File: config.mk
export PLATFORM = sky130hd
export DESIGN_NAME = sha256_msg_host
export DESIGN_NICKNAME = d
export VERILOG_FILES = /design/src/rtl/sha256_pkg.sv /design/src/rtl/sha256_digest_serializer.sv /design/src/rtl/sha256_msg_host.sv
export SDC_FILE = /design/constraint.sdc
export NUM_CORES = 1
export LEC_CHECK = 0
export CAP_MARGIN = 15
export CORE_AREA = 2 2 284 286
export CTS_CLUSTER_DIAMETER = 200
export DETAILED_ROUTE_END_ITERATION = 10
export DIE_AREA = 0 0 286 288
export PLACE_DENSITY_LB_ADDON = 0.1
export SKIP_LAST_GASP = 1
export SLEW_MARGIN = 40
export SYNTH_ARGS = -nofsm -noshare
export SYNTH_HDL_FRONTEND = slang
export SYNTH_SLANG_ARGS = --single-unit
File: constraint.sdc
create_clock -name clk -period 5.2 [get_ports clk]
set_input_delay 1.04 -clock clk [delete_from_list [all_inputs] [get_ports clk]]
set_output_delay 1.04 -clock clk [all_outputs]
set_load 0.005 [all_outputs]
File: src/rtl/sha256_pkg.sv
// Shared constants and host FSM state type for the SHA-256 message host.
package sha256_pkg;
   localparam int MAX_MSG_BYTES = 55;
   localparam int DIGEST_BYTES  = 32;
   localparam int MSG_W         = 440;
   localparam int HASH_W        = 256;
   localparam int CNT_W         = 6;

   typedef enum logic [2:0] {
      ST_IDLE,
      ST_COLLECT,
      ST_ISSUE,
      ST_WAIT,
      ST_EMIT,
      ST_DRAIN
   } host_state_e;
endpackage

File: src/rtl/sha256_digest_serializer.sv
// Loads a 256-bit digest and streams it MSB byte first with valid/ready/last.
module sha256_digest_serializer
   import sha256_pkg::*;
(
   input  logic              clk,
   input  logic              rst_n,
   input  logic              load,
   input  logic [HASH_W-1:0] load_data,
   output logic [7:0]        m_data,
   output logic              m_valid,
   output logic              m_last,
   input  logic              m_ready,
   output logic              done
);
   logic [HASH_W-1:0] sreg;
   logic [4:0]        idx;
   logic              vld;

   always_ff @(posedge clk or negedge rst_n) begin
      if (!rst_n) begin
         sreg <= '0;
         idx  <= '0;
         vld  <= 1'b0;
      end else if (load) begin
         sreg <= load_data;
         idx  <= '0;
         vld  <= 1'b1;
      end else if (vld && m_ready) begin
         // Clearing on the final byte returns m_data to zero between digests.
         if (idx == 5'(DIGEST_BYTES - 1)) begin
            sreg <= '0;
            idx  <= '0;
            vld  <= 1'b0;
         end else begin
            sreg <= {sreg[HASH_W-9:0], 8'h00};
            idx  <= idx + 5'd1;
         end
      end
   end

   assign m_data  = sreg[HASH_W-1 -: 8];
   assign m_valid = vld;
   assign m_last  = vld && (idx == 5'(DIGEST_BYTES - 1));
   assign done    = vld && m_ready && m_last;
endmodule

File: src/rtl/sha256_msg_host.sv
// Byte-stream host for a single-block SHA-256 core: pack, issue, await, serialize.
// Define SHA256_HOST_TIMEOUT_EN to enable the WAIT watchdog (TIMEOUT_CYCLES).
module sha256_msg_host
   import sha256_pkg::*;
#(
   parameter int unsigned TIMEOUT_CYCLES = 1024
) (
   input  logic              clk,
   input  logic              rst_n,
   input  logic [7:0]        s_data,
   input  logic              s_valid,
   input  logic              s_last,
   output logic              s_ready,
   output logic [MSG_W-1:0]  data_in,
   output logic [CNT_W-1:0]  byte_valid,
   output logic              data_valid,
   output logic              msg_valid,
   input  logic [HASH_W-1:0] fin_hash,
   input  logic              hash_done,
   output logic [7:0]        m_data,
   output logic              m_valid,
   output logic              m_last,
   input  logic              m_ready,
   output logic              err
);
   host_state_e state, nxt;

   // Byte 0 is the most significant byte of the packed bus.
   logic [0:MAX_MSG_BYTES-1][7:0] msg_bytes;
   logic [CNT_W-1:0]              cnt;
   logic                          armed;
   logic                          err_q;
   logic                          collecting, acc, ovf, clear_buf;
   logic                          timeout, ser_load, ser_done;

   assign collecting = (state == ST_IDLE) || (state == ST_COLLECT);
   assign acc        = s_valid && s_ready;
   assign ovf        = acc && collecting && (cnt == CNT_W'(MAX_MSG_BYTES));
   assign ser_load   = (state == ST_WAIT) && hash_done;
   assign clear_buf  = (ovf && s_last)
                     || ((state == ST_DRAIN) && acc && s_last)
                     || ser_done
                     || timeout;

`ifdef SHA256_HOST_TIMEOUT_EN
   localparam int TO_W = $clog2(TIMEOUT_CYCLES + 1);
   logic [TO_W-1:0] to_cnt;

   always_ff @(posedge clk or negedge rst_n) begin
      if (!rst_n)                to_cnt <= '0;
      else if (state != ST_WAIT) to_cnt <= '0;
      else                       to_cnt <= to_cnt + 1'b1;
   end

   // hash_done on the final cycle still wins over the watchdog.
   assign timeout = (state == ST_WAIT) && !hash_done
                 && (to_cnt == TO_W'(TIMEOUT_CYCLES - 1));
`else
   assign timeout = 1'b0;
`endif

   always_ff @(posedge clk or negedge rst_n) begin
      if (!rst_n) state <= ST_IDLE;
      else        state <= nxt;
   end

   always_comb begin
      nxt = state;
      case (state)
         ST_IDLE, ST_COLLECT: begin
            if (acc) begin
               if (ovf)         nxt = s_last ? ST_IDLE : ST_DRAIN;
               else if (s_last) nxt = ST_ISSUE;
               else             nxt = ST_COLLECT;
            end
         end
         ST_ISSUE: nxt = ST_WAIT;
         ST_WAIT: begin
            if (hash_done)    nxt = ST_EMIT;
            else if (timeout) nxt = ST_IDLE;
         end
         ST_EMIT:  if (ser_done)       nxt = ST_IDLE;
         ST_DRAIN: if (acc && s_last)  nxt = ST_IDLE;
         default:  nxt = ST_IDLE;
      endcase
   end

   always_comb begin
      s_ready    = 1'b0;
      msg_valid  = 1'b0;
      data_valid = 1'b0;
      case (state)
         ST_IDLE, ST_COLLECT, ST_DRAIN: s_ready = armed;
         ST_ISSUE: begin
            msg_valid  = 1'b1;
            data_valid = 1'b1;
         end
         ST_WAIT:  data_valid = 1'b1;
         default:  ;
      endcase
   end

   // armed keeps s_ready low through the reset-release cycle.
   always_ff @(posedge clk or negedge rst_n) begin
      if (!rst_n) begin
         armed     <= 1'b0;
         err_q     <= 1'b0;
         cnt       <= '0;
         msg_bytes <= '0;
      end else begin
         armed <= 1'b1;
         err_q <= ovf || timeout;
         if (clear_buf) begin
            cnt       <= '0;
            msg_bytes <= '0;
         end else if (acc && collecting && !ovf) begin
            msg_bytes[cnt] <= s_data;
            cnt            <= cnt + 1'b1;
         end
      end
   end

   assign data_in    = msg_bytes;
   assign byte_valid = cnt;
   assign err        = err_q;

   sha256_digest_serializer u_ser (
      .clk       (clk),
      .rst_n     (rst_n),
      .load      (ser_load),
      .load_data (fin_hash),
      .m_data    (m_data),
      .m_valid   (m_valid),
      .m_last    (m_last),
      .m_ready   (m_ready),
      .done      (ser_done)
   );
endmodule

==> impl_metrics.toml <==
[die]
die_x_um = 286
fp.dieH_um = 288
die_area_um2 = 82400
boundaryPins = 730
coreArea_um2 = 79600
start_util_pct = 40.4
fp-row-count = 104

[clock_network]
insertion_delay_ns = 0.63
cts_tree = "done"
clk_pin_slew_ns = 0.06
cts_made_buffers = 79
cts_root_buffer = "clkbuf_16"
cts.sinks = 713
clockBufferDepth = 3
postCtsSetupRepairBufs = 0
h-tree-depth = 3
cts_resized = 0
hold_buffers = 0

[cells_and_area]
layout.cells.non_filler = 4757
fin_nets = 3902
drive_gt1_share_pct = 6.92
fill_cells = 7064
layout-area-overhead-vs-synth_pct = 33.0

[status]
status = "completed"

[logic_synthesis]
ys_ff_latch = 713
netlist_instances = 3036
yosysTopAreaCellShare_pct = 55.5
syn_avg_cell_area_um2 = 10.6
ys_top_cells_by_area = "dfrtp_1 (55%), mux2i_1 (14%), nor3b_1 (5.9%), nor2_1 (5.3%), a21oi_1 (4.0%)"
ys_seq_area_share_pct = 55.5
yosysTopAreaCell = "dfrtp_1"
syn-num-nets = 3309
synthDistinctLibCells = 44
yosys_warnings = 0
syn_area_um2 = 32200

[route]
drc = 0
route.antenna.remaining_nets = 0
wl_per_cell_um = 22.4
num_vias = 25000
dr.first_iter.drc_count = 1737
drt-met1-wl_um = 42400
wl_met3_um = 7650
first_pass_iters = 5
top_layer = "met5"
wl_met2_um = 53000
wirelength_um = 107000
vias_per_cell = 5.25

[setup_path]
rr_worst_depth = 9
r2r_start = "byte_valid[1]"
endpoint_kind = "output port"
reg2reg_slack_ns = 1.91
r2r_end = "data_in[373]"
cp-startpoint = "u_ser.idx[0]"
crit_required_ns = 4.16
arrival_ns = 2.35
worstPathMaxFanout = 5
worstSetupPathType = "reg -> out"
start_kind = "flip-flop"

[pwr]
power.density_nw_per_um2 = 431
ir_drop_uv = 252
power.leakage_nw = 20.2
p_int_w = 0.0128
p_sw_w = 0.00565
p_comb_share_pct = 26.2
pwr-share-seq_pct = 42.8
switching_share_pct = 30.6
clock_power_share_pct = 31.0

[sta]
setup-tns-final_ns = 0
slew_violations = 0
clock_skew_ns = 0.0218
period_share_pct = 65.2
setup_viol = 0
max_slew.worst_pin.slew_ns = 0.856
clock.fmax_ghz = 0.295
min_period_ns = 3.39
relSlewSlack_pct = 42.7
rsz0062_at_grt = "false"
hold_viol = 0

[placed_design]
hpwl_um = 73700
place_inst = 4607
io_buffers = 729
finalWeightedCongestion = 0.841

[global_routing]
grt_pass1_wl_um = 158000
antenna_found_initial = 26
track_usage_pct = 25.2
grt_max_degree = 176
grt_pass1_vias = 25000
overflow = 0

[job]
maxCapViolCount = 0

[worst_hold_path]
min_path_type = "in -> async"
==> area by class of cell <==
type,count,area (um^2),share of cell area [%]
clock buffers,113,2270,5.30
clock inverters,26,370,0.866
multi-input cells,2049,12900,30.1
well taps,1060,1330,3.10
inverters,3,11.3,0.0263
flip-flops and latches,713,17800,41.7
repair buffers,783,8030,18.8
diodes,10,25.0,0.0585
==> kinds of logic after synthesis <==
| group | Yosys count | share of synthesized area [%] |
|---|---|---|
| AOI/OAI and AO/OA | 516 | 8.08 |
| buffers and inverters | 274 | 4.70 |
| muxes | 441 | 13.7 |
| adders and majority gates | 3 | 0.117 |
| other | 1 | 0.0117 |
| and+or+nand+nor | 1085 | 17.8 |
| xor gates and xnor gates | 3 | 0.0817 |
| DFF | 713 | 55.5 |
==> critical path, stage by stage, from the launching register on <==
cell             delay [ns]
dfrtp_1                0.43
ha_1                   0.25
and3_1                 0.23
ha_4                   0.17
and2_1                 0.15
clkdlybuf4s50_1        0.51
==> registers in the layout, summed over array words and instances (netlist names) <==
signal and flops:
armed 1, u_ser.m_valid 1, err 1, state 3, byte_valid 6, data_in 440, u_ser.idx 5, u_ser.sreg 256
==> synth_stat cells (all sizes together) <==
cell type and number:
mux2i 441, nand3 40, nand4 5, or3b 2
and2 3, inv 3, o21ai 252, nor4 2
and4 2, conb 1, nand4bb 1, nor2 450
nand3b 6, and3b 4, a221o 1, clkbuf 152
nor4b 1, o211ai 2, nor2b 3, o2111ai 1
nand2 277, nand2b 1, buf 119, a31oi 1
or3 1, nor3b 255, nor3 27, dfrtp 713
ha 3, and4bb 1, xor2 3, and3 3
a21oi 259, or4 1
==> power groups by stage <==
| stage | combinational, W | clock (W) | sequential, W |
|---|---|---|---|
| 2_1_floorplan | 0.00271 | 0 | 0.00766 |
| 3_3_place_gp | 0.00474 | 0 | 0.00790 |
| 3_5_place_dp | 0.00487 | 0 | 0.00797 |
| 4_1_cts | 0.00488 | 0.00586 | 0.00788 |
| 5_1_grt | 0.00534 | 0.00609 | 0.00804 |
| 6_report | 0.00482 | 0.00572 | 0.00789 |
==> per-stage QoR <==
stage          hold WS (ns)  worst slack [ns]  util [%]  total power [W]  instance area, um^2
2_1_floorplan         0.458              2.56         -           0.0104                32200
3_3_place_gp          0.475              1.61      50.2           0.0126                40000
3_5_place_dp          0.484              1.63      50.3           0.0128                40100
4_1_cts               0.285              1.78      53.6           0.0186                42700
5_1_grt               0.301              1.63      53.7           0.0195                42800
6_report              0.299              1.81      53.7           0.0184                42800
==> cell usage in the layout (no fill, tap or decap), types with 11 or more instances in the layout <==
cell type,n
clkbuf_16,80
o21ai_0,252
nor3b_1,250
nand2_1,276
nor3_4,22
clkdlybuf4s50_1,720
nand3_1,11
buf_12,24
dfrtp_1,713
clkbuf_1,19
clkbuf_8,14
nand3_2,29
nor2_1,449
mux2i_1,441
a21oi_1,259
buf_4,27
==> worst max-delay path by stage <==
stage | end | slack [ns] | depth (start not counted)
2_1_floorplan | m_last | 2.56 | 6
3_3_place_gp | data_in[45] | 1.61 | 7
3_5_place_dp | data_in[212] | 1.63 | 6
4_1_cts | m_last | 1.78 | 5
5_1_grt | data_in[291] | 1.63 | 9
6_report | m_last | 1.81 | 5
==> per-layer routing <==
| layer | up-vias | global-route usage [%] |
|---|---|---|
| met5 | - | 0 |
| met4 | 28 | 9.33 |
| met3 | 187 | 6.57 |
| met2 | 769 | 42.5 |
| met1 | 12500 | 31.0 |
| li1 | 11600 | - |
(Power assumes the default switching activity.)
